### src/rtl/rns_to_int_seq.sv
// rns_to_int_seq: multi-cycle RNS -> signed 32-bit integer converter.
// Uses mixed-radix conversion: three narrow modular steps (one 8x8 modular
// multiply per lane per step) and a final Horner reconstruction. This avoids
// the wide CRT multiply/modulo.
//
// Ports:
//   clk, rst              rising-edge clock, async active-high reset
//   in_valid/in_ready     input handshake; rns_in = {r3,r2,r1,r0}, lane i mod Mi
//   out_valid/out_ready   output handshake; int_out/err held stable until taken
//   int_out               two's-complement result (0 when err)
//   err                   some residue ri >= Mi on the accepted input
//
// The sign-mapping macros normally come from common.sv. The fallback values
// below match the default moduli (M = 3368562317).

`ifndef RNS_MIDDLE_POINT
`define RNS_MIDDLE_POINT 32'd1684281159
`endif
`ifndef INT_RNS_DELTA
`define INT_RNS_DELTA 32'd926404979
`endif

// One modular MRC step on one lane: y = ((a - (b mod MOD)) * INV) mod MOD.
module rns_mrc_step #(
  parameter int unsigned MOD = 251,
  parameter int unsigned INV = 1
) (
  input  logic [7:0] a,
  input  logic [7:0] b,
  output logic [7:0] y
);
  logic [7:0]  b_red, d;
  logic [15:0] prod;

  always_comb begin
    // The pivot digit comes from another lane and may exceed this modulus.
    b_red = 8'(32'(b) % MOD);
    // The wrapping 8-bit add is exact: the true result lies in [0, MOD).
    d     = (a >= b_red) ? a - b_red : 8'(a - b_red + 8'(MOD));
    prod  = 16'(d) * 16'(INV);
    y     = 8'(prod % 16'(MOD));
  end
endmodule

module rns_to_int_seq #(
  parameter int unsigned M0 = 251,
  parameter int unsigned M1 = 241,
  parameter int unsigned M2 = 239,
  parameter int unsigned M3 = 233
) (
  input  logic        clk,
  input  logic        rst,
  input  logic        in_valid,
  output logic        in_ready,
  input  logic [31:0] rns_in,
  output logic        out_valid,
  input  logic        out_ready,
  output logic [31:0] int_out,
  output logic        err
);
  localparam int NUM_LANES = 4;
  localparam int VEC_W     = 8;
  localparam int NUM_PAIRS = NUM_LANES * (NUM_LANES - 1) / 2;

  function automatic int unsigned mod_of(int i);
    case (i)
      0:       return M0;
      1:       return M1;
      2:       return M2;
      default: return M3;
    endcase
  endfunction

  // Brute-force modular inverse. It is evaluated at elaboration only.
  function automatic int unsigned mod_inv(int unsigned a, int unsigned m);
    int unsigned r;
    r = 0;
    for (int unsigned x = 1; x < m; x++)
      if (((a % m) * x) % m == 32'd1) r = x;
    return r;
  endfunction

  // Flat index of the (pivot p, lane j>p) step instance.
  function automatic int pidx(int p, int j);
    return p * (2 * NUM_LANES - p - 1) / 2 + (j - p - 1);
  endfunction

  typedef enum logic [2:0] {IDLE, STEP1, STEP2, STEP3, RECON, DONE} state_t;

  state_t state, state_n;
  logic [NUM_LANES-1:0][VEC_W-1:0] v_r, lanes_in;
  logic [NUM_PAIRS-1:0][VEC_W-1:0] sy;
  logic        err_r, bad_in;
  logic [32:0] x_mr;
  logic [31:0] int_val;

  assign lanes_in = rns_in;

  // Every step result for every pivot. The state machine picks which lanes
  // to overwrite. v_r is reduced in place: after STEP3 it holds v0..v3.
  for (genvar p = 0; p < NUM_LANES - 1; p++) begin : g_piv
    for (genvar j = p + 1; j < NUM_LANES; j++) begin : g_lane
      rns_mrc_step #(
        .MOD(mod_of(j)),
        .INV(mod_inv(mod_of(p) % mod_of(j), mod_of(j)))
      ) u_step (
        .a(v_r[j]),
        .b(v_r[p]),
        .y(sy[pidx(p, j)])
      );
    end
  end

  always_comb begin
    bad_in = 1'b0;
    for (int i = 0; i < NUM_LANES; i++)
      if (32'(lanes_in[i]) >= mod_of(i)) bad_in = 1'b1;
  end

  // Horner form of v0 + M0*(v1 + M1*(v2 + M2*v3)), then the signed fold.
  always_comb begin
    x_mr    = 33'(v_r[0]) + 33'(M0) * (33'(v_r[1]) + 33'(M1) *
              (33'(v_r[2]) + 33'(M2) * 33'(v_r[3])));
    int_val = (x_mr < 33'(`RNS_MIDDLE_POINT)) ? x_mr[31:0]
                                               : x_mr[31:0] + `INT_RNS_DELTA;
  end

  always_comb begin
    state_n = state;
    case (state)
      IDLE:    if (in_valid) state_n = STEP1;
      STEP1:   state_n = STEP2;
      STEP2:   state_n = STEP3;
      STEP3:   state_n = RECON;
      RECON:   state_n = DONE;
      DONE:    if (out_ready) state_n = IDLE;
      default: state_n = IDLE;
    endcase
  end

  assign in_ready  = (state == IDLE);
  assign out_valid = (state == DONE);

  always_ff @(posedge clk or posedge rst) begin
    if (rst) begin
      state   <= IDLE;
      v_r     <= '0;
      err_r   <= 1'b0;
      int_out <= '0;
      err     <= 1'b0;
    end else begin
      state <= state_n;
      case (state)
        IDLE: if (in_valid) begin
          v_r   <= lanes_in;
          err_r <= bad_in;
        end
        STEP1: for (int j = 1; j < NUM_LANES; j++) v_r[j] <= sy[pidx(0, j)];
        STEP2: for (int j = 2; j < NUM_LANES; j++) v_r[j] <= sy[pidx(1, j)];
        STEP3: for (int j = 3; j < NUM_LANES; j++) v_r[j] <= sy[pidx(2, j)];
        RECON: begin
          int_out <= err_r ? '0 : int_val;
          err     <= err_r;
        end
        default: ;
      endcase
    end
  end
endmodule

### config.mk
export PLATFORM = sky130hd
export DESIGN_NAME = rns_to_int_seq
export DESIGN_NICKNAME = d
export VERILOG_FILES = /design/src/rtl/rns_to_int_seq.sv
export SDC_FILE = /design/constraint.sdc
export NUM_CORES = 2
export LEC_CHECK = 0
export BUFFER_PORTS_ARGS = -buffer_cell sky130_fd_sc_hd__buf_2
export CAP_MARGIN = 20
export CELL_PAD_IN_SITES_DETAIL_PLACEMENT = 0
export CELL_PAD_IN_SITES_GLOBAL_PLACEMENT = 1
export CORE_MARGIN = 2
export CORE_UTILIZATION = 51
export CTS_CLUSTER_SIZE = 30
export DETAILED_ROUTE_END_ITERATION = 10
export PLACE_DENSITY_LB_ADDON = 0.08
export SLEW_MARGIN = 25
export SYNTH_ARGS = -nofsm -noshare
export SYNTH_HDL_FRONTEND = slang
export SYNTH_HIERARCHICAL = 1
export SYNTH_SLANG_ARGS = --single-unit
### constraint.sdc
create_clock -name clk -period 16.4 [get_ports clk]
set_input_delay 3.28 -clock clk [delete_from_list [all_inputs] [get_ports clk]]
set_output_delay 3.28 -clock clk [all_outputs]
set_load 0.1 [all_outputs]
* Yosys cells after proc, flatten, opt, wreduce, memory -nomap -nowiden
Cells that the tools add are included.
Word-level totals: bits in registers 69, input port bits 36, output and inout port bits 35, logic and storage cells 91
Cells by class: add/sub/neg operators 16, $mul 9, divide/modulo/power cells 12, magnitude comparators 11, equal/unequal tests 7, muxes and demuxes 19, reduce and logical (&&, ||, !) cells 9
Operators with widths (count):
- 8-bit by 8-bit remainder unit with 32-bit output, second input constant | 6
- 32-bit 2-to-1 mux | 3
- 8-bit adder, second input constant | 6
- 8-bit >= comparator | 6
- 8-bit 2-to-1 mux | 6
- 8-bit subtractor | 6
- 8-bit by 33-bit adder with 33-bit output | 1
- 33-bit by 31-bit less-than comparator with 1-bit output, second input constant | 1
- 8-bit by 26-bit multiplier with 33-bit output, first input constant | 1
- 32-bit by 30-bit adder with 32-bit output, second input constant | 1
- 8-bit >= comparator, second input constant | 4
- 16-bit by 8-bit remainder unit with 16-bit output, second input constant | 2
- 8-bit case mux with 4 select lines | 1
- 8-bit by 6-bit multiplier with 14-bit output, second input constant | 2
- 8-bit by 25-bit adder with 26-bit output | 1
- 8-bit by 17-bit multiplier with 25-bit output, first input constant | 1
- 8-bit by 4-bit multiplier with 12-bit output, second input constant | 2
- 8-bit case mux with 3 select lines | 1
- 3-bit case mux with 6 select lines | 1
- 8-bit by 16-bit adder with 17-bit output | 1
- 12-bit by 8-bit remainder unit with 16-bit output, second input constant | 1
- 13-bit by 8-bit remainder unit with 16-bit output, second input constant | 1
- 14-bit by 8-bit remainder unit with 16-bit output, second input constant | 1
- 15-bit by 8-bit remainder unit with 16-bit output, second input constant | 1
- other kinds (16) | 26

* Depth between registers and ports, before layout
depth after elaboration 9, gate-level depth with buffers 71

* Modules after synthesis
The synthesis kept the hierarchy.
By module, submodules not included:
- rns_to_int_seq | times used 1, cells each 1687, area an instance 14804.2 sq um
- rns_mrc_step (g_piv[0].g_lane[1].u_step) | times used 1, cells each 666, area an instance 5019.8 sq um
- rns_mrc_step (g_piv[1].g_lane[3].u_step) | times used 1, cells each 655, area an instance 4853.4 sq um
- rns_mrc_step (g_piv[2].g_lane[3].u_step) | times used 1, cells each 558, area an instance 4008.8 sq um
- rns_mrc_step (g_piv[1].g_lane[2].u_step) | times used 1, cells each 515, area an instance 3948.8 sq um
- rns_mrc_step (g_piv[0].g_lane[3].u_step) | times used 1, cells each 508, area an instance 3702.3 sq um
- rns_mrc_step (g_piv[0].g_lane[2].u_step) | times used 1, cells each 400, area an instance 2877.8 sq um

* Least setup slack after synthesis
Ideal clock, no wire load.
path type reg-to-reg, start register v_r[8] (netlist bit), end register v_r[27] (netlist bit), data arrival time 14.429 ns, data required time 16.266 ns, slack 1.837 ns, cell stages (with the launch flop) 70, path buffers 4, clock period less this slack 14.563 ns, path through dfrtp_1 inv_1 ha_1 nand2b_1 o2111a_1 o21ai_0 a21oi_1 nand2_1 xor2_1 ha_1 nor2b_1 o21ai_0 nand2b_1 a21o_1 a21o_1 o21a_1 o21ai_0 nand2b_1 (+34 left out) nor3_2 a21oi_2 buf_2 a21oi_1 nand3b_1 a31o_1 inv_2 ha_1 nand3_1 a21o_1 and4b_1 o21a_4 mux2i_1 xnor2_1 mux2i_1 mux2_2 a22oi_1 o21ai_0
RTL lines:
- start: declaration | RTL line 91 | logic [NUM_LANES-1:0][VEC_W-1:0] v_r, lanes_in;
- start signal: assignment | RTL line 155 | v_r <= lanes_in;

==> flow_summary.json <==
{
  "setup_viol": 0,
  "end_kind": "flip-flop",
  "insertion_delay_ns": 0.38,
  "rsz0062_at_grt": "true",
  "grt_pass1_vias": 34780,
  "worstReg2RegEnd": "v_r[27]",
  "dr.first_iter.drc_count": 2143,
  "max_slew.worst_pin.slew_ns": 0.9369,
  "arrival_ns": 15.81,
  "final_area_sq_um": 41500,
  "yosysWarningCount": 6,
  "startpoint": "v_r[8]",
  "synth_seq_cells": 69,
  "crit_family": "compound AO/OA/AOI/OAI gates",
  "synth.avg_cell_area_sq_um": 7.860,
  "fin_nets": 5701,
  "maxSlewViolCount": 0,
  "htreeDepth": 3,
  "hold-worst-slack_ns": 0.4810,
  "area_delta_synth_final_pct": 5.816,
  "placed_area_sq_um": 40530,
  "rows": 101,
  "root_buffer": "clkbuf_16",
  "hold_class": "flip-flop to flip-flop",
  "r2r_slack_ns": 0.83,
  "post_drt_wl_per_cell_microns": 17.05,
  "max_freq_ghz": 0.06422,
  "placed_cells": 5995,
  "ioPinCount": 71,
  "via_per_inst": 6.066,
  "ys_seq_area_share_pct": 4.403,
  "synth_edf_count": 0,
  "first_pass_iters": 6,
  "diodes": 0,
  "cts_tree": "built",
  "port_buffers": 70,
  "vias": 36610,
  "cp-start-kind": "flip-flop",
  "period_minus_slack_ns": 15.57,
  "critical_path_class": "flip-flop to flip-flop",
  "reg2reg_from": "v_r[8]",
  "globalplace.congestion": 0.9173,
  "grt_usage_pct": 25.65,
  "path_common_cell": "buf_4",
  "clkSlewWorstSetupHoldPaths_ns": 0.06,
  "antenna_found_initial": 1,
  "syn_inst": 4989,
  "cts_hold_buf": 0,
  "drc": 0,
  "layout.cells.non_filler": 6036,
  "status": "finished clean",
  "drive_above_1_share_pct": 11.05,
  "cp.depth": 71,
  "synth_cell_types": 180,
  "finalCritPeriodShare_pct": 94.96,
  "ant_nets": 0,
  "syn_nets": 5689,
  "grt_max_degree": 70,
  "clock_skew_ns": 0.008699,
  "crit_path_max_incr_delay_ns": 0.55,
  "netlist_area_sq_um": 39220,
  "grt_pass1_wl_mm": 172.8,
  "cts_buffers": 9,
  "async_reset_ff_share_pct": 100.0,
  "initial_core_util_pct": 51.55,
  "relSlewSlack_pct": 35.93,
  "cp_slowest_cell": "fa_1",
  "clock_path_buffers": 2,
  "crit_buf_inv": 13,
  "cp-endpoint": "v_r[27]",
  "chipHeight_microns": 281.3,
  "hold_violations": 0,
  "required_ns": 16.64,
  "worstRegToRegCells": 71,
  "synth_ff_type": "dfrtp_1",
  "fp.dieW_microns": 281.3,
  "core_area_sq_um": 76080,
  "maxCapViolCount": 0,
  "clkSinkCount": 69,
  "overflow": 0,
  "dp_hpwl_mm": 84.23,
  "die-area_sq_um": 79130,
  "routed_wl_mm": 102.9,
  "path_max_fanout": 12
}
[how the worst min path moves through the flow]
stage                     start  cells past startpoint          end
finish               int_out[0]                      2   int_out[0]
global route        int_out[31]                      2  int_out[31]
CTS                 int_out[31]                      2  int_out[31]
detailed placement  int_out[31]                      2  int_out[31]
global placement    int_out[31]                      2  int_out[31]
floorplan               v_r[21]                      1      v_r[21]
[cells in the mapped netlist, types with 19 or more instances]
cell	count	share of area (%)
a211o_1	32	0.71
a211oi_1	43	0.82
a21o_1	97	1.9
a21oi_1	264	3.4
a21oi_2	19	0.42
a22oi_1	39	0.75
a31oi_1	67	1.1
and2_1	67	1.1
and3_1	51	0.81
and4_1	19	0.42
buf_2	34	0.43
clkbuf_1	79	0.76
dfrtp_1	69	4.4
fa_1	213	11
ha_1	451	14
inv_1	560	5.4
mux2_2	51	1.5
mux2i_1	56	1.4
nand2_1	371	3.6
nand2b_1	60	0.96
nand3_1	168	2.1
nand4_1	56	0.89
nor2_1	320	3.1
nor2b_1	38	0.61
nor3_1	116	1.5
nor4_1	44	0.70
o2111ai_1	20	0.45
o211ai_1	60	1.1
o21a_1	53	1.0
o21ai_0	200	2.6
o21ai_1	39	0.50
o21bai_1	29	0.56
o22ai_1	35	0.56
o31a_1	22	0.49
o31ai_1	27	0.52
or2_2	24	0.38
or3_1	54	0.86
xnor2_1	249	5.6
xor2_1	130	2.9
[cells by family (layout without fill, tap and decap cells)]
logic type,Yosys count,after routing,share of synthesized area [%]
DFF,69,69,4.403
AOI/OAI and AO/OA,1463,1463,29.00
xor gates and xnor gates,400,400,9.396
adders and majority gates,681,681,25.70
muxes,125,125,3.631
and+or+nand+nor,1541,1541,20.64
buffers and inverters,710,727,7.224
[layout make-up]
cell class / count / area [sq um]
flip-flops and latches: 69 / 1728
fillers: 7416 / 34580
repair buffers: 142 / 907.1
clock inverters: 6 / 63.81
clock buffers: 10 / 229.0
inverters: 569 / 2138
well taps: 1030 / 1289
multi-input cells: 4210 / 35140
[tightest hold or removal path: stages (launching register included)]
cell and delay [ns]:
dfrtp_1 0.34, nand2_1 0.05, o21ai_0 0.06
[layout by cell type, fill, tap and decap left out, drive strengths merged, types with 73 or more instances in the layout]
master	count
xor2	138
nand2	376
inv	565
buf	142
o21ai	251
a31oi	73
nor2	328
fa	213
ha	451
xnor2	260
a21o	101
nand3	170
nor3	126
a21oi	287
[per-layer routing]
layer | global-route usage [%] | share of wire [%] | up-vias
met1 | 35.90 | 48 | 17490
met2 | 43.94 | 48 | 727
li1 | - | - | 18310
met3 | 1.771 | 3.1 | 81
met5 | 0 | 0.013 | -
met4 | 3.928 | 1.2 | 2
[sequential cells by signal (all words and copies together) (netlist names)]
signal,count
int_out,32
v_r,32
state,3
err,1
err_r,1
[through the flow]
step           util, %  setup TNS (ns)  worst slack [ns]
3_5_place_dp     53.27        -0.03045          -0.03045
3_3_place_gp     53.27               0            0.2100
6_report         54.55               0            0.8274
4_1_cts          53.66               0           0.06129
2_1_floorplan        -               0             1.837
5_1_grt          54.55         -0.1265           -0.1072
[repair_timing]
action                                 CTS  global route
setup buffers                            0            25
pin swaps                                1            15
resized for setup                        0            68
setup endpoints to repair                1            16
endpoints found under the hold margin    0             0
Power is left out: the tool's default activity adds up to more than one toggle a clock period on the data nets, which glitch-free logic cannot reach.
